File: config.mk
export PLATFORM = sky130hd
export DESIGN_NAME = shift_seq_ctrl
export DESIGN_NICKNAME = d
export VERILOG_FILES = /design/src/rtl/shift_seq_ctrl.sv
export SDC_FILE = /design/constraint.sdc
export NUM_CORES = 1
export LEC_CHECK = 0
export ABC_CLOCK_PERIOD_IN_PS = 5350
export CAP_MARGIN = 0
export CORE_MARGIN = 2
export CORE_UTILIZATION = 52
export CTS_CLUSTER_SIZE = 16
export DETAILED_ROUTE_END_ITERATION = 12
export PLACE_DENSITY = 0.92
export SYNTH_ARGS = -nofsm -noshare
export SYNTH_HDL_FRONTEND = slang
export SYNTH_SLANG_ARGS = --single-unit
File: constraint.sdc
create_clock -name i_clk -period 5.35 [get_ports i_clk]
set_clock_uncertainty 0.15 [all_clocks]
set_input_delay 1.605 -clock i_clk [delete_from_list [all_inputs] [get_ports i_clk]]
set_output_delay 1.605 -clock i_clk [all_outputs]
set_load 0.005 [all_outputs]
File: src/rtl/shift_seq_ctrl.sv
// shift_seq_ctrl: multicycle sequencer driving the ShiftN selector and RegDesloc commands for one shift op.
module shift_seq_ctrl #(
  parameter int SETTLE = 0,
  parameter int CTRL_W = 3
) (
  input  logic              i_clk,
  input  logic              i_rst_n,
  input  logic              i_req_valid,
  input  logic [2:0]        i_req_op,
  input  logic              i_flush,
  output logic              o_req_ready,
  output logic [1:0]        o_shift_sel,
  output logic [CTRL_W-1:0] o_shift_ctrl,
  output logic              o_reg_wr,
  output logic              o_done,
  output logic              o_illegal
);
  typedef enum logic [2:0] {IDLE, LOAD, WAIT, SHIFT, DONE} state_t;
  localparam logic [1:0] SET_N = (SETTLE > 3) ? 2'd3 : 2'(SETTLE);
  state_t            r_state;
  logic [1:0]        r_sel;
  logic [CTRL_W-1:0] r_ctrl;
  logic [CTRL_W-1:0] r_cmd;
  logic [1:0]        r_cnt;
  logic              r_done;
  logic              r_ill;
  logic [1:0]        w_sel;
  logic [CTRL_W-1:0] w_cmd;
  always_comb begin
    w_sel = (i_req_op == 3'd5) ? 2'b00 : (i_req_op == 3'd3 || i_req_op == 3'd4) ? 2'b11 : 2'b10;
    w_cmd = (i_req_op == 3'd1) ? CTRL_W'(3) : (i_req_op == 3'd2 || i_req_op == 3'd4) ? CTRL_W'(4) : CTRL_W'(2);
  end
  always_ff @(posedge i_clk or negedge i_rst_n) begin
    if (!i_rst_n) begin
      r_state <= IDLE;
      r_sel   <= 2'b00;
      r_ctrl  <= '0;
      r_cmd   <= '0;
      r_cnt   <= 2'd0;
      r_done  <= 1'b0;
      r_ill   <= 1'b0;
    end else begin
      r_ill  <= 1'b0;
      r_done <= 1'b0;
      if (r_state != IDLE && i_flush) begin
        r_state <= IDLE;
        r_sel   <= 2'b00;
        r_ctrl  <= '0;
      end else begin
        case (r_state)
          IDLE:
            if (i_req_valid) begin
              if (&i_req_op[2:1]) r_ill <= 1'b1;
              else begin
                r_state <= LOAD;
                r_sel   <= w_sel;
                r_cmd   <= w_cmd;
                r_ctrl  <= CTRL_W'(1);
              end
            end
          LOAD:
            if (SET_N == 2'd0) begin
              r_state <= SHIFT;
              r_ctrl  <= r_cmd;
            end else begin
              r_state <= WAIT;
              r_ctrl  <= '0;
              r_cnt   <= SET_N - 2'd1;
            end
          WAIT:
            if (r_cnt == 2'd0) begin
              r_state <= SHIFT;
              r_ctrl  <= r_cmd;
            end else r_cnt <= r_cnt - 2'd1;
          SHIFT: begin
            r_state <= DONE;
            r_ctrl  <= '0;
            r_done  <= 1'b1;
          end
          DONE: begin
            r_state <= IDLE;
            r_sel   <= 2'b00;
          end
          default: r_state <= IDLE;
        endcase
      end
    end
  end
  // a flush landing in DONE cancels the write in that same cycle
  assign o_req_ready  = (r_state == IDLE);
  assign o_shift_sel  = r_sel;
  assign o_shift_ctrl = r_ctrl;
  assign o_done       = r_done & ~i_flush;
  assign o_reg_wr     = r_done & ~i_flush;
  assign o_illegal    = r_ill;
endmodule

==> After elaboration in Yosys (flattened, before gate mapping) <==
Index checks and enable logic that the tools add are counted.
{ "classes": {"n_addsub": 1, "multipliers": 0, "div_mod_pow": 0, "n_lt_le_gt_ge": 0, "n_eq_ne": 12, "shift": 0, "n_mux": 22, "bitwise_logic": 5, "reduce_logical": 14} }
{ "ops": {"columns": ["operator", "count"], "rows": [
  ["$mux W3", 8],
  ["$pmux W3 S4", 2],
  ["$eq A3 B2 Y1 const B", 4],
  ["$eq A3 B3 Y1 const B", 3],
  ["$reduce_and A3 Y1", 3],
  ["$mux W2", 4],
  ["$reduce_and A4 Y1", 2],
  ["$mux W1", 7],
  ["$eq A3 B1 Y1 const B", 2],
  ["$ne A3 B3 Y1 const B", 2],
  ["$reduce_bool A3 Y1", 2],
  ["$reduce_bool A5 Y1", 1],
  ["$not A1 Y1", 4],
  ["$pmux W2 S2", 1],
  ["$logic_not A3 Y1", 1],
  ["$ne A3 B2 Y1 const B", 1],
  ["$logic_not A2 Y1", 1],
  ["$logic_or A1 B1 Y1", 2],
  ["$reduce_and A2 Y1", 1],
  ["$sub A2 B1 Y2 const B", 1],
  ["$and A1 B1 Y1", 1],
  ["$logic_and A1 B1 Y1", 1]
]} }
{ "totals": {"register_bits": 15, "latchBits": 0, "mem_bits_rw": 0, "rom_bits": 0, "in_bits": 7, "output_inout_bits": 9, "wordCells": 61, "mem_count": 0} }

==> Longest topological paths before layout <==
Gate-level depths: netlist (run 1).
{ "depth": {"word_depth": 8, "mapped_depth": 6, "ltp_nobuf": 6} }

==> Worst setup path after synthesis (run 1) <==
No wires, ideal clock.
{ "synth_timing": {"path_kind": "input-to-output", "from": "input i_flush", "to": "output o_reg_wr", "arrival_ps": 2074, "required_time_ps": 3595, "slack_ps": 1521, "path_stages": 3, "n_path_buf": 2, "path_cell_list": "buf_2 -> nor2b_1 -> buf_4"} }
{ "synth_between": {"elab_chain_len": 2} }
{ "synth_lines": {"columns": ["item", "line_no", "rtl"], "rows": [
  ["start: declaration", "10", "input logic i_flush,"],
  ["$not A1 Y1", null, null],
  ["$and A1 B1 Y1", null, null],
  ["end: declaration", "14", "output logic o_reg_wr,"]
]} }
Every way passes these cells.

==> Final worst setup path (run 1) <==
{ "layout_timing": {"from": "input i_flush", "to": "output o_reg_wr"} }
{ "layout_between": {"elab_chain_len": 2} }
{ "layout_lines": {"columns": ["item", "line_no", "rtl"], "rows": [
  ["$not A1 Y1", "94", "assign o_reg_wr = r_done & ~i_flush;"],
  ["$and A1 B1 Y1", "94", null]
]} }
Every way passes these cells.

==> results.md, run 1 <==
- The flow ran to the end, and the final reports show no timing, DRC or antenna violations.
- The number of standard-cell rows in the floorplan is 14.
- Measured in cells, the most critical reg-to-reg path has a length of 4.
- The final global-route overflow total is 0.
- The die extent in x is 43.2 um.
- The library cell with the largest summed area after synthesis is sky130_fd_sc_hd__dfrtp_1.
- Adding up every negative setup slack in the final design gives 0 ps.
- The max-slew violation count was 0.
- The startpoint identified for the worst register-to-register timing path is r_state[2]$_DFFE_PN0P_.
- Counting stages on the worst path, the most repeated cell is sky130_fd_sc_hd__clkdlybuf4s50_1.
- The portion of synthesized area spent on multiplexers is 0.0940.
- For this run, the detailed router's first-pass iteration total came to 4.
- After clock tree synthesis, the setup repair step added 0 buffers.
- The arrival time at the worst endpoint is around 3000 ps.
- The iteration-0 DRC count of the detailed router is 5.
- Max-cap violations in this run came to 0.
- The first-pass GRT wire length is 2.37 mm.
- The ratio of routed vias to standard cells is 5.35.
- The netlist area before placement is around 800 um2.
- The number of buffers inserted for hold repair after clock tree synthesis is 0.
- Among all stages on the critical path, the largest delay is contributed by sky130_fd_sc_hd__clkdlybuf4s50_1.
- Of the post-synthesis cell area, the dominant cell type holds 0.470.
- For this configuration, the core starts out at a cell density of 0.543.
- The number of hold-slack violations in the final timing report is 0.
- The tree is rooted in a sky130_fd_sc_hd__clkbuf_4.
- The total via count after detailed routing is 572.
- The mean post-synth cell area is 10.5 um2.
- The number of warning messages in the yosys log is 0.
- The net count of the finished layout is 100.
- The routed length per placed instance is 13.7 um.
- Summed over all cells, the static leakage comes to 0.420 nW.
- After clock tree synthesis, the clock-pin slew on the worst setup and hold paths is around 80 ps.
- The die is 43.2 um tall.
- The CTS tree is built.
- Including well taps, the total number of placed cells is 103.
- 0 antenna diodes ended up in the layout.
- The worst ir drop on vdd is 0.322 mV.
- The largest driver fanout on the critical path is 10.
- The clock net sink count is 15.
- The count of antenna-violating nets left after detailed routing is 0.
- For this run, the total global-route usage over all layers was measured as 0.177.
- Counting every net in the synthesized netlist gives 84.
- The power density over the cells is 525 mW/mm2.
- The endpoint of the most critical setup path is o_reg_wr.
- The final critical delay including setup and external delays is between 4000 and 5000 ps.
- Summed over all nets, the half-perimeter wirelength after detailed placement is 1.07 mm.
- The number of synthesized register bits is 15.
- The worst-margin pin slew is ~640 ps.
- The total routed wirelength is about 1.5 mm.
- The number of top-level design ports is 16.
- The worst setup path startpoint is i_flush.
- The cell count after synthesis came out at 76.
- At the end of routability-driven placement, the weighted congestion stood at 0.791.
- The synthesized-area fraction occupied by ao, oa, aoi and oai cells came to 0.132.
- After synthesis, the largest family of logic cells by area is simple AND/OR/NAND/NOR gates.
- Counting the buffers created by CTS gives 3.
- After synthesis, the cell types taking the most area are sky130_fd_sc_hd__dfrtp_1 47%, sky130_fd_sc_hd__mux2_4 5.6%, sky130_fd_sc_hd__a21oi_1 3.8%.
- Setup violations remaining at the end of the flow were counted as 0.
- The buffer depth of the longest clock path is 2.
- The setup slack on the worst flop-to-flop path is 3530 ps.
- The xor and xnor fraction of the mapped netlist area is 0.0219.
- In this run the number of H-tree levels came out at 1.
- The number of global-route vias before repair was 528.
- The post-synthesis share of cell area spent on full adders, half adders and majority gates is 0.0157.
- For this run, the register share of the synthesized area comes to 0.470.
- For this run, global-route usage on met3 was measured as 0.0298.
- The initial antenna violation count is 0.
- Entering global routing, the biggest net connects 16 pins.
- For the worst-skew pair, the clock arrives at the later sink with an insertion delay of about 290 ps.
- For met2 alone, demand over resource in global routing was 0.284.
- The number of gates resized after CTS is 0.
- The synthesis-to-finish area growth is 20.7%.
- The worst max-slew margin expressed relative to the limit is 0.569.
- On the worst path, the slowest cell contributes a delay of 620 ps.
- Dividing the final minimum period by the clock period gives 0.887.
- The count of different cell masters after synthesis is 30.
- Excluding fillers, the count of instances in the completed layout stands at 107.
- Setup repair after global routing left no endpoint under its margin.
- The element type at the critical path start is a primary input.
- For met1 alone, demand over resource in global routing was 0.226.
- Traced cell by cell, the critical path runs through clkdlybuf4s50_1 > nor2b_1 > clkdlybuf4s50_1.
- The simple-gate share of the synthesized area is 0.183.
- The core region is 0.00147 mm2.
- The global routing stage identified its most utilized layer as met2.
- For the worst setup path, the data required time is 3600 ps.
- In the routed design, unresolved DRC markers number 0.
- In the final layout, the share of cells above drive strength 1 is 0.154.
- The capturing element type of the critical path is an output pin.
- The worst register-to-register path ends at o_shift_sel[1]$_DFFE_PN0P_.
- The number of buffers added on ports is 15.
- The top cell types in the final layout, fill and taps aside, are 15 x sky130_fd_sc_hd__clkdlybuf4s50_1, 15 x sky130_fd_sc_hd__dfrtp_1, 8 x sky130_fd_sc_hd__inv_1, 8 x sky130_fd_sc_hd__nor2_1, 6 x sky130_fd_sc_hd__a21oi_1.
- The fraction of the core area covered by cells at the end of the flow is 0.655.
- For this run, the top clock speed supported by timing is 0.211 GHz.
- The worst hold path class is reg -> reg.
- The worst setup path is of the in -> out kind.
- The die outline area is 0.00186 mm2.
[routing by layer]
| metal | routed length, um | share of wire |
|---|---|---|
| met1 | 690 | 0.47 |
| met2 | 682 | 0.47 |
| met3 | 53 | 0.036 |
| met4 | 35 | 0.024 |
| met5 | 0 | 0 |
[flip-flops by register name (all words and copies together), names as in the netlist]
register / flops
r_cmd: 3
r_cnt: 2
r_done: 1
o_shift_sel: 2
r_state: 3
o_shift_ctrl: 3
o_illegal: 1
[logic make-up after synthesis]
kind of cell,Yosys count
compound gates,14
xor+xnor,2
fa+ha+maj,1
buf+inv,13
flops,15
mux,6
simple gates,25
[power breakdown]
| group | leakage, nW | total [mW] | switching [mW] | internal (mW) |
|---|---|---|---|---|
| clock network | 0.0150 | 0.0647 | 0.0357 | 0.0290 |
| logic | 0.215 | 0.247 | 0.108 | 0.139 |
| registers | 0.190 | 0.194 | 0.0366 | 0.158 |
| total | 0.420 | 0.506 | 0.181 | 0.325 |
[worst min-delay path by stage]
stage / slack [ps] / depth (start not counted) / start / to
after floorplan: 340 / 1 / r_cmd[0]$_DFFE_PN0P_ / r_cmd[0]$_DFFE_PN0P_
after global placement: 350 / 1 / o_shift_ctrl[0]$_DFFE_PN0P_ / o_shift_ctrl[0]$_DFFE_PN0P_
after detailed placement: 350 / 1 / o_shift_sel[0]$_DFFE_PN0P_ / o_shift_sel[0]$_DFFE_PN0P_
after CTS: 380 / 1 / o_shift_ctrl[0]$_DFFE_PN0P_ / o_shift_ctrl[0]$_DFFE_PN0P_
after global routing: 400 / 1 / o_shift_sel[0]$_DFFE_PN0P_ / o_shift_sel[0]$_DFFE_PN0P_
final: 380 / 1 / o_shift_ctrl[0]$_DFFE_PN0P_ / o_shift_ctrl[0]$_DFFE_PN0P_
[final cells by class]
class | count | area [um2]
Clock buffer | 4 | 26.3
Fill cell | 123 | 508
Inverter | 9 | 35.0
Multi-Input combinational cell | 48 | 357
Sequential cell | 15 | 375
Tap cell | 16 | 20.0
Timing Repair Buffer | 15 | 150
[worst max-delay path, delay by kind of cell]
family	cells	cell delay, ps
buf+inv	2	1150
simple gates	1	230
[metrics by stage]
step / cell area (um2) / total power, mW / hold WS (ps) / setup WS, ps
floorplan: 798 / 0.368 / 338 / 1520
global placement: 937 / 0.431 / 354 / 662
detailed placement: 937 / 0.443 / 347 / 616
CTS: 963 / 0.510 / 380 / 611
global route: 963 / 0.540 / 399 / 571
finish: 963 / 0.506 / 379 / 607
[synth_stat cells]
master and count:
sky130_fd_sc_hd__a21o_4 1, sky130_fd_sc_hd__buf_2 1, sky130_fd_sc_hd__xnor2_1 2, sky130_fd_sc_hd__buf_4 2, sky130_fd_sc_hd__ha_1 1, sky130_fd_sc_hd__mux2i_1 3
sky130_fd_sc_hd__nor3_1 2, sky130_fd_sc_hd__o21ai_4 1, sky130_fd_sc_hd__buf_6 1, sky130_fd_sc_hd__a31oi_1 3, sky130_fd_sc_hd__nor2b_1 1, sky130_fd_sc_hd__and4bb_2 1
sky130_fd_sc_hd__nand2_1 4, sky130_fd_sc_hd__dfrtp_1 15, sky130_fd_sc_hd__or3_1 1, sky130_fd_sc_hd__or3_4 1, sky130_fd_sc_hd__nand2_2 1, sky130_fd_sc_hd__nor4_2 1
sky130_fd_sc_hd__nand3b_1 1, sky130_fd_sc_hd__nor4b_1 2, sky130_fd_sc_hd__nor4_1 1, sky130_fd_sc_hd__a21oi_1 6, sky130_fd_sc_hd__inv_1 8, sky130_fd_sc_hd__nand3_1 1
sky130_fd_sc_hd__o22ai_1 1, sky130_fd_sc_hd__a32o_1 1, sky130_fd_sc_hd__nor2_1 8, sky130_fd_sc_hd__mux2_4 3, sky130_fd_sc_hd__o21ai_2 1, sky130_fd_sc_hd__clkinv_2 1
No activity file was read; power rests on OpenSTA's default activity.
==> run 2, diff against run 1 <==
CORE_MARGIN = 4   (was 2)
==> run 2 against run 1 <==
  * Sequential share of layout area up 0.051 points
  * Routed wire length stayed put
  * Sequential power hardly changed
  * Design area shrank 0.13%
  * Core utilization rose by 4.9 points
  * Critical path depth stayed put
  * Maximum frequency rose by 0.58%
  * Combinational power about the same
  * Die area grew 19%
  * Sequential cell count did not move
  * Count of clock-buffer cells in the layout stayed put
  * Worst setup slack improved by 27 ps
  * Largest power group unchanged
  * Critical path type unchanged
==> results.md, run 2 (same netlist as run 1, synthesis figures left out) <==
- The post-layout instance count excluding filler cells is 106 (-0.93%).
- The starting density of the core is 0.584 (+0.0417).
- The insertion delay of the later-clocked pin in the worst-skew pair is 280 ps (about the same).
- The number of cells on the worst hold path is 1 (unchanged).
- The largest driver fanout on the critical path was 10 (unchanged).
- In the layout the commonest cells are 15 x sky130_fd_sc_hd__clkdlybuf4s50_1, 15 x sky130_fd_sc_hd__dfrtp_1, 8 x sky130_fd_sc_hd__inv_1, 8 x sky130_fd_sc_hd__nor2_1, 6 x sky130_fd_sc_hd__a21oi_1.
- The number of standard-cell rows in the floorplan is 13 (-1).
- The critical path is of the in -> out type.
- The die boundary height is 47.2 um (+9.3%).
- The worst-margin pin slew is 632 ps (-12.3 ps).
- The number of gates resized after CTS came to 0 (unchanged).
- The overall track demand over capacity in global routing is 0.155 (-0.0215).
- The most critical setup path has its startpoint at i_flush.
- The total of max-cap violations is 0 (unchanged).
- The worst setup path is launched from a primary input.
- The length of the first detailed-routing pass in iterations is 4 (unchanged).
- The iteration-0 DRC count of the detailed router is 5 (unchanged).
- Relative to the synthesized area, the layout overhead comes to 20.5%.
- The number of post-CTS setup repair buffers is 0 (unchanged).
- The number of buffers added on ports was 15 (unchanged).
- The die extent in x is 47.2 um (+9.3%).
- The highest achievable clock rate is 0.212 GHz (+0.58%).
- The worst max-slew margin expressed relative to the limit is 0.578 (+0.00825).
- The routed length per placed instance was 13.8 um (+0.94%).
- The number of buffers inserted for hold repair after clock tree synthesis is 0 (unchanged).
- The overall power was 507 uW (+0.28%).
- The library cell used as clock root buffer is sky130_fd_sc_hd__clkbuf_4.
- The final critical delay including setup and external delays is 4720 ps (-27.1 ps).
- The post-placement setup slack is 633 ps (+17.3 ps).
- The share of layout cells above drive strength 1 came to 0.154 (unchanged).
- The count of final setup violators is 0 (unchanged).
- The die outline area is 0.00223 mm2 (+19%).
- The worst ir drop on vdd came to 0.342 mV (+6.2%).
- The min-delay analysis places its worst path in the category reg -> reg.
- The worst flop-to-flop path startpoint is r_state[2]$_DFFE_PN0P_.
- The routability-driven placement congestion ratio was 0.754 (-4.7%).
- The worst reg2reg path depth was 4 (unchanged).
- The pin count of the biggest net entering global routing came to 16 (unchanged).
- The clock transition time at the flip-flop clock pins of the worst setup and hold paths was 90 ps (about the same).
- The endpoint required time on the critical path is 3600 ps (about the same).
- The DRC violation count after routing was 0 (unchanged).
- The reported leakage power came to 0.420 nW (unchanged).
- The setup slack on the worst flop-to-flop path is 3530 ps (about the same).
- The final-layout setup total negative slack is 0 ps (unchanged).
- STA classifies the critical path endpoint as an output pin.
- The final global-route overflow total is 0 (unchanged).
- The power density over the cells is 527 mW/mm2 (+0.41%).
- The buffer depth of the longest clock path is 2 (unchanged).
- Setup repair after global routing left no endpoint under its margin.
- The count of H-tree levels built during CTS came to 1 (unchanged).
- The number of top-level design ports is 16 (unchanged).
- The number of antenna repair diodes came to 0 (unchanged).
- The count of antenna-violating nets left after detailed routing was 0 (unchanged).
- The ratio of routed vias to standard cells is 5.67 (+6.1%).
- The end point of the worst hold path is o_shift_ctrl[0]$_DFFE_PN0P_.
- The total clock buffers created by CTS is 3 (unchanged).
- The total routed wirelength is 1.46 mm (unchanged).
- TritonCTS built the clock tree.
- The final-layout worst hold slack is 366 ps (-12.8 ps).
- The number of placed instances, taps included is 102 (-0.97%).
- The run finished with clean final reports.
- The layout net count is 100 (unchanged).
- The endpoint identified for the worst register-to-register timing path is o_shift_sel[1]$_DFFE_PN0P_.
- The total half-perimeter wirelength after legalization and detailed placement is 1.16 mm (+8.3%).
- The arrival time at the worst endpoint was 2960 ps (-30 ps).
- The share of the cycle needed by the critical path after routing is 0.881 (-0.00507).
- The number of global-route vias before repair came to 543 (+2.8%).
- The number of hold-slack violations in the final timing report is 0 (unchanged).
- The startpoint identified for the worst hold timing path is o_shift_ctrl[0]$_DFFE_PN0P_.
- The initial antenna violation count is 0 (unchanged).
- The clock net sink count is 15 (unchanged).
- The final worst slack is 634 ps (+27.1 ps).
- The first-pass GRT wire length is 2.37 mm (unchanged).
- The standard cell core area was 0.00137 mm2 (-7.1%).
- The max-slew violation count was 0 (unchanged).
- The total via count after detailed routing is 601 (+5.1%).
run 2: cell counts in the layout (fill, tap and decap cells not counted):
No cell type changed its count.
run 2: routing by layer:
layer / up-vias / track usage / part of all wire
met5: - / 0 / 0
met4: 0 / 0.0829 / 0.020
met3: 5 / 0.0230 / 0.049
met2: 16 / 0.257 / 0.49
met1: 286 / 0.193 / 0.44
li1: 294 / - / -
run 2: cell type report:
cell class                      count  area [um2]
Fill cell                         105         404
Sequential cell                    15         375
Multi-Input combinational cell     48         357
Timing Repair Buffer               15         150
Inverter                            9        35.0
Clock buffer                        4        26.3
Tap cell                           15        18.8
run 2: critical path, stage by stage:
cell                              delay (ps)
sky130_fd_sc_hd__clkdlybuf4s50_1         610
sky130_fd_sc_hd__nor2b_1                 220
sky130_fd_sc_hd__clkdlybuf4s50_1         520
run 2: worst max path at each step:
stage	slack, ps	to
global route	560	o_reg_wr
CTS	620	o_done
finish	630	o_done
detailed placement	630	o_done
global placement	660	o_reg_wr
floorplan	1520	o_reg_wr
run 2: per-stage QoR:
step,instance area [um2],utilization
CTS,962,0.704
detailed placement,936,0.685
global route,962,0.704
floorplan,798,-
global placement,936,0.685
finish,962,0.704
run 2: report_power, final:
group          total (mW)  leakage [nW]  internal, mW  switching, mW
clock network      0.0645        0.0150        0.0290         0.0355
registers           0.194         0.190         0.158         0.0359
logic               0.249         0.215         0.139          0.111
total               0.507         0.420         0.325          0.182
==> run 3, diff against run 2 <==
CTS_CLUSTER_SIZE = unset   (was 16)
==> results of run 3 <==
Final layout, timing and power as in run 2 (identical DEF).
==> patch 1 (config.mk and constraints of run 3) <==
Set the parameter `CTRL_W` to 6 (it was 3).
--- a/src/rtl/shift_seq_ctrl.sv
+++ b/src/rtl/shift_seq_ctrl.sv
@@ -1,7 +1,7 @@
 // shift_seq_ctrl: multicycle sequencer driving the ShiftN selector and RegDesloc commands for one shift op.
 module shift_seq_ctrl #(
   parameter int SETTLE = 0,
-  parameter int CTRL_W = 3
+  parameter int CTRL_W = 6
 ) (
   input  logic              i_clk,
   input  logic              i_rst_n,
Interface: changed (resized o_shift_ctrl); port bits go from 16 to 19. No check against the original RTL was run, so the function may have changed too.
==> patch 1 against run 3 <==
Total power down 1.7%. Routed wire length is 3.9% higher. Core utilization fell by 5.6 points. Final cell count is 3.8% higher. Final area is 1.6% higher. First-iteration DRC count rose by 40%. Sequential cell count is the same. Count of clock-buffer cells in the layout shrank 1. Highest routed layer unchanged. Synthesized area up 3.4%. Via count down 2.8%. Worst setup slack got worse by 0.013 ns.
==> patch 1: results (changes against run 3) <==
metric,value,unit,change
status,"complete, no violations",,unchanged
r2r-start,r_state[1]$_DFFE_PN0P_,,was r_state[2]$_DFFE_PN0P_
cts_buffers,3,,unchanged
firstDrtPassIters,4,,unchanged
drive_gt1_frac,0.1596,,was 0.1538
cts_resized,0,,unchanged
switching_power,181.0,uW,was 182.2 uW
routed.top_layer,met4,,unchanged
antenna_found_initial,0,,unchanged
place_hpwl,1.098,mm,was 1.157 mm
reg2reg_setup_slack,3.51,ns,was 3.53 ns
grt_pass1_vias,545,,was 543
holdPathStages,1,,unchanged
grt_pass1_wl,2.463,mm,was 2.373 mm
timing.rr.end,o_shift_sel[0]$_DFFE_PN0P_,,was o_shift_sel[1]$_DFFE_PN0P_
hp-class,flop to flop,,unchanged
insertion_delay,0.30,ns,was 0.28 ns
synth.distinct_cells,30,,unchanged
gp_congestion,0.7219,,was 0.7536
cts_buffer_depth,2,,unchanged
critPathMaxFanout,10,,unchanged
postCtsSetupBuffers,0,,unchanged
ys_seq_area_frac,0.4545,,was 0.4702
ys.flop_type,dfrtp_1,,unchanged
reg2reg_depth,4,,unchanged
cp_slowest_stage_delay,0.62,ns,
min_from,o_shift_ctrl[0]$_DFFE_PN0P_,,unchanged
wl_met1,684,microns,was 649 microns
grt_usage,0.1637,,was 0.1552
vias_per_cell,5.309,,was 5.670
worst_pin_slew,0.6356,ns,was 0.6317 ns
cpMostUsedCell,clkdlybuf4s50_1,,unchanged
antenna_cells,0,,unchanged
grt_max_degree,16,,unchanged
final_cells,110,,was 106
synthArstFlopShare,1.000,,unchanged
ys.warnings.count,0,,unchanged
wirelength,1.519,mm,was 1.462 mm
leakage,0.4316,nW,was 0.4201 nW
min_to,o_shift_ctrl[0]$_DFFE_PN0P_,,unchanged
htreeDepth,1,,unchanged
clock-root-buffer,clkbuf_4,,unchanged
cp_slowest_cell,clkdlybuf4s50_1,,unchanged
clk_pin_slew,0.10,ns,
dr_wl_met3,98,microns,was 71 microns
postSynthAreaPerCell,10.32,sq um,was 10.50 sq um
ys_top_cells_by_count,"15 x dfrtp_1, 8 x inv_1, 7 x nor2_1",,"was 15 x dfrtp_1, 8 x inv_1, 8 x nor2_1"
drt-initial-drc-count,7,,was 5
arrival,2.97,ns,was 2.96 ns
io_buffers,15,,unchanged
ir_drop,0.0002956,V,was 0.0003420 V
synth.area.top_cells,"dfrtp_1 45%, mux2_4 5.5%, buf_4 4.5%",,"was dfrtp_1 47%, mux2_4 5.6%, a21oi_1 3.8%"
finalNetCount,103,,was 100
met2_length,684,microns,was 712 microns
## patch 1: final cells by class
| class | instances | area [sq um] |
|---|---|---|
| clock buffer | 3 | 22.52 |
| clock inverter | 1 | 5.005 |
| fill | 130 | 529.3 |
| inverter | 9 | 35.03 |
| multi-input combinational | 51 | 369.1 |
| sequential | 15 | 375.4 |
| tap | 16 | 20.02 |
| timing repair buffer | 15 | 150.1 |
## patch 1: critical path: cells and delay by family
family	cells	cell delay, ns
simple gates	1	0.23
buf+inv	2	1.15
## patch 1: kinds of logic (layout without fill, tap and decap cells)
| logic type | count (synthesis) | in the layout | share of synthesized area |
|---|---|---|---|
| XOR/XNOR | 2 | 2 | 0.02122 |
| AND/OR/NAND/NOR | 24 | 24 | 0.1712 |
| other | 1 | 3 | 0.004541 |
| buffers and inverters | 16 | 28 | 0.1076 |
| flip-flops | 15 | 15 | 0.4545 |
| adder cells (fa/ha/maj) | 1 | 1 | 0.01515 |
| AO/OA/AOI/OAI | 15 | 15 | 0.1349 |
| multiplexers | 6 | 6 | 0.09091 |
## patch 1: per-stage QoR
step                area [sq um]  hold slack, ns  setup slack, ns    util  power, mW
detailed placement         949.7          0.3425           0.6067  0.6304     0.4306
floorplan                  833.3          0.3379            1.521       -     0.3566
CTS                        977.2          0.3770           0.6156  0.6487     0.5023
finish                     977.2          0.3729           0.6208  0.6487     0.4984
global route               977.2          0.3923           0.5089  0.6487     0.5398
global placement           949.7          0.3491           0.6579  0.6304     0.4195
## patch 1: per-layer routing
metal | vias to the layer above | GRT usage
met5 | - | 0
met3 | 5 | 0.05639
met4 | 0 | 0.1022
met1 | 266 | 0.1904
met2 | 17 | 0.2559
li1 | 296 | -
## patch 1: power by group through the flow
stage | registers (mW) | logic (mW) | clock network [mW]
6_report | 0.190 | 0.241 | 0.0675
5_1_grt | 0.195 | 0.268 | 0.0761
4_1_cts | 0.190 | 0.243 | 0.0695
3_5_place_dp | 0.192 | 0.239 | 0
3_3_place_gp | 0.189 | 0.231 | 0
2_1_floorplan | 0.180 | 0.177 | 0
## patch 1: worst max-delay path by stage
stage                     startpoint  endpoint  slack [ns]  depth (start not counted)
after floorplan              i_flush  o_reg_wr        1.52                          3
after global placement       i_flush    o_done        0.66                          3
after detailed placement     i_flush    o_done        0.61                          3
after CTS                    i_flush    o_done        0.62                          3
after global routing         i_flush    o_done        0.51                          3
final                        i_flush    o_done        0.62                          3
==> patch 2 (flow settings as in run 3) <==
Made on the original files. The 5 states of `state_t` get a one-hot encoding in 5 bits.
--- a/src/rtl/shift_seq_ctrl.sv
+++ b/src/rtl/shift_seq_ctrl.sv
@@ -15,7 +15,7 @@
   output logic              o_done,
   output logic              o_illegal
 );
-  typedef enum logic [2:0] {IDLE, LOAD, WAIT, SHIFT, DONE} state_t;
+  typedef enum logic [4:0] {IDLE = 5'b00001, LOAD = 5'b00010, WAIT = 5'b00100, SHIFT = 5'b01000, DONE = 5'b10000} state_t;
   localparam logic [1:0] SET_N = (SETTLE > 3) ? 2'd3 : 2'(SETTLE);
   state_t            r_state;
   logic [1:0]        r_sel;
Behaviour: no difference found for any inputs over 10 cycles, from zero or initial values and one cycle with i_rst_n low; not proved beyond that.
==> patch 2 against run 3 <==
Final area decreased by 5.2%. Worst setup slack improved by 0.11 ns. Synthesized area decreased by 3.8%. Worst hold slack got worse by 0.0084 ns. First-iteration DRC count increased by 40%. Via count decreased by 2.3%. Sequential cell count decreased by 1. Routed wire length decreased by 1.9%. Sequential share of layout area decreased by 0.47 points. Maximum frequency increased by 2.3%. Critical endpoint unchanged.
Power is not compared: it rests on default switching activity, and its combinational part moved more than twofold at a synthesized area within 25%.
==> patch 2: results (changes against run 3) <==
metric,value,unit,change
clock-root-buffer,clkbuf_4,,unchanged
leakage,0.3920,nW,
wirelength,1.434,mm,was 1.462 mm
grt_usage,0.1618,,was 0.1552
fillerInstances,112,,was 105
io_buffers,15,,unchanged
finalNetCount,95,,was 100
cts_resized,0,,unchanged
regMostFlops,r_state,,
grt_pass1_vias,561,,was 543
cts_buffer_depth,2,,unchanged
synth.distinct_cells,36,,was 30
postCtsSetupBuffers,0,,unchanged
cp_slowest_stage_delay,0.54,ns,was 0.61 ns
antenna_cells,0,,unchanged
drt-initial-drc-count,7,,was 5
slew_headroom,0.5997,,was 0.5775
grt_pass1_wl,2.297,mm,was 2.373 mm
htreeDepth,1,,unchanged
ys_seq_area_frac,0.4577,,was 0.4702
status,"complete, no violations",,unchanged
arrival,2.85,ns,was 2.96 ns
drc_errors,0,,unchanged
hp-class,flop to flop,,unchanged
largest_register_ffs,4,,
ys_top_cells_by_count,"13 x dfrtp_1, 9 x nor2_1, 4 x nand2_1",,"was 15 x dfrtp_1, 8 x inv_1, 8 x nor2_1"
holdPathStages,1,,unchanged
drive_gt1_frac,0.1149,,was 0.1538
vias_per_cell,5.755,,was 5.670
place_hpwl,1.111,mm,was 1.157 mm
synthArstFlopShare,1.000,,unchanged
firstDrtPassIters,4,,unchanged
critPathMaxFanout,8,,was 10
reg2reg_depth,4,,unchanged
antenna_found_initial,0,,unchanged
synth_fp_nets,83,,was 84
insertion_delay,0.28,ns,about the same
ir_drop,0.0001833,V,
gp_congestion,0.7345,,was 0.7536
clk_pin_slew,0.08,ns,
ys.warnings.count,0,,unchanged
synth.area.top_cells,"dfrtp_1 42%, nor2_1 4.4%, dfstp_2 3.4%",,"was dfrtp_1 47%, mux2_4 5.6%, a21oi_1 3.8%"
cp_slowest_cell,clkdlybuf4s50_1,,unchanged
cts_buffers,3,,unchanged
grt_max_degree,15,,was 16
-- patch 2: cell count changes after synthesis, moves of 3 or more --
| cell | change |
|---|---|
| xor2_1 | +3 |
| a21oi_1 | -3 |
| inv_1 | -5 |
| mux2i_1 | -3 |
| clkbuf_1 | +3 |
-- patch 2: path summary, 6_finish.rpt --
kind | endpoint | startpoint | slack, ns
setup reg to reg | o_shift_sel[1]$_DFFE_PN0P_ | r_state[0]$_DFFE_PN1P_ | 3.47
hold reg to reg | o_shift_ctrl[2]$_DFFE_PN0P_ | o_shift_ctrl[2]$_DFFE_PN0P_ | 0.36
hold / removal | o_shift_ctrl[2]$_DFFE_PN0P_ | o_shift_ctrl[2]$_DFFE_PN0P_ | 0.36
max in group asynchronous | r_state[1]$_DFFE_PN0P_ | i_rst_n | 3.11
setup / recovery | o_done | i_flush | 0.74
min in group asynchronous | r_cmd[2]$_DFFE_PN0P_ | i_rst_n | 1.55
-- patch 2: worst max-delay path, delay by kind of cell --
kind	cells	cell delay [ns]
buffers and inverters	2	1.06
AND/OR/NAND/NOR	1	0.19
-- patch 2: final cells by class --
| class | instances | area [sq um] | share of cell area |
|---|---|---|---|
| Tap cell | 15 | 18.77 | 0.02058 |
| Inverter | 3 | 11.26 | 0.01235 |
| Sequential cell | 14 | 351.6 | 0.3855 |
| Multi-Input combinational cell | 51 | 354.1 | 0.3882 |
| Timing Repair Buffer | 15 | 150.1 | 0.1646 |
| Clock buffer | 4 | 26.28 | 0.02881 |
-- patch 2: logic make-up (layout without fill, tap and decap cells) --
logic type | Yosys count | in the layout | share of synthesized area
xor+xnor | 3 | 3 | 0.03421
buf+inv | 11 | 22 | 0.08143
simple gates | 27 | 27 | 0.2003
compound gates | 20 | 20 | 0.2069
flops | 14 | 14 | 0.4577
mux | 1 | 1 | 0.01954
-- patch 2: layer usage --
layer	GRT usage	share of wire
met1	0.1951	0.44
met2	0.2390	0.46
met3	0.02734	0.053
met4	0.1534	0.042
met5	0	0
-- patch 2: power breakdown --
part           leakage [nW]  switching [mW]  total [mW]  internal [mW]
Clock                0.0150          0.0329      0.0618         0.0289
Combinational         0.200          0.0321      0.0780         0.0459
Sequential            0.177          0.0149       0.137          0.122
-- patch 2: through the flow --
step | cells | instance area, sq um | power, mW | setup slack, ns
floorplan | 76 | 768.2 | 0.1849 | 1.531
global placement | 98 | 885.9 | 0.2142 | 0.7802
detailed placement | 98 | 885.9 | 0.2173 | 0.7283
CTS | 102 | 912.1 | 0.2786 | 0.7244
global route | 102 | 912.1 | 0.2906 | 0.6590
finish | 102 | 912.1 | 0.2771 | 0.7401
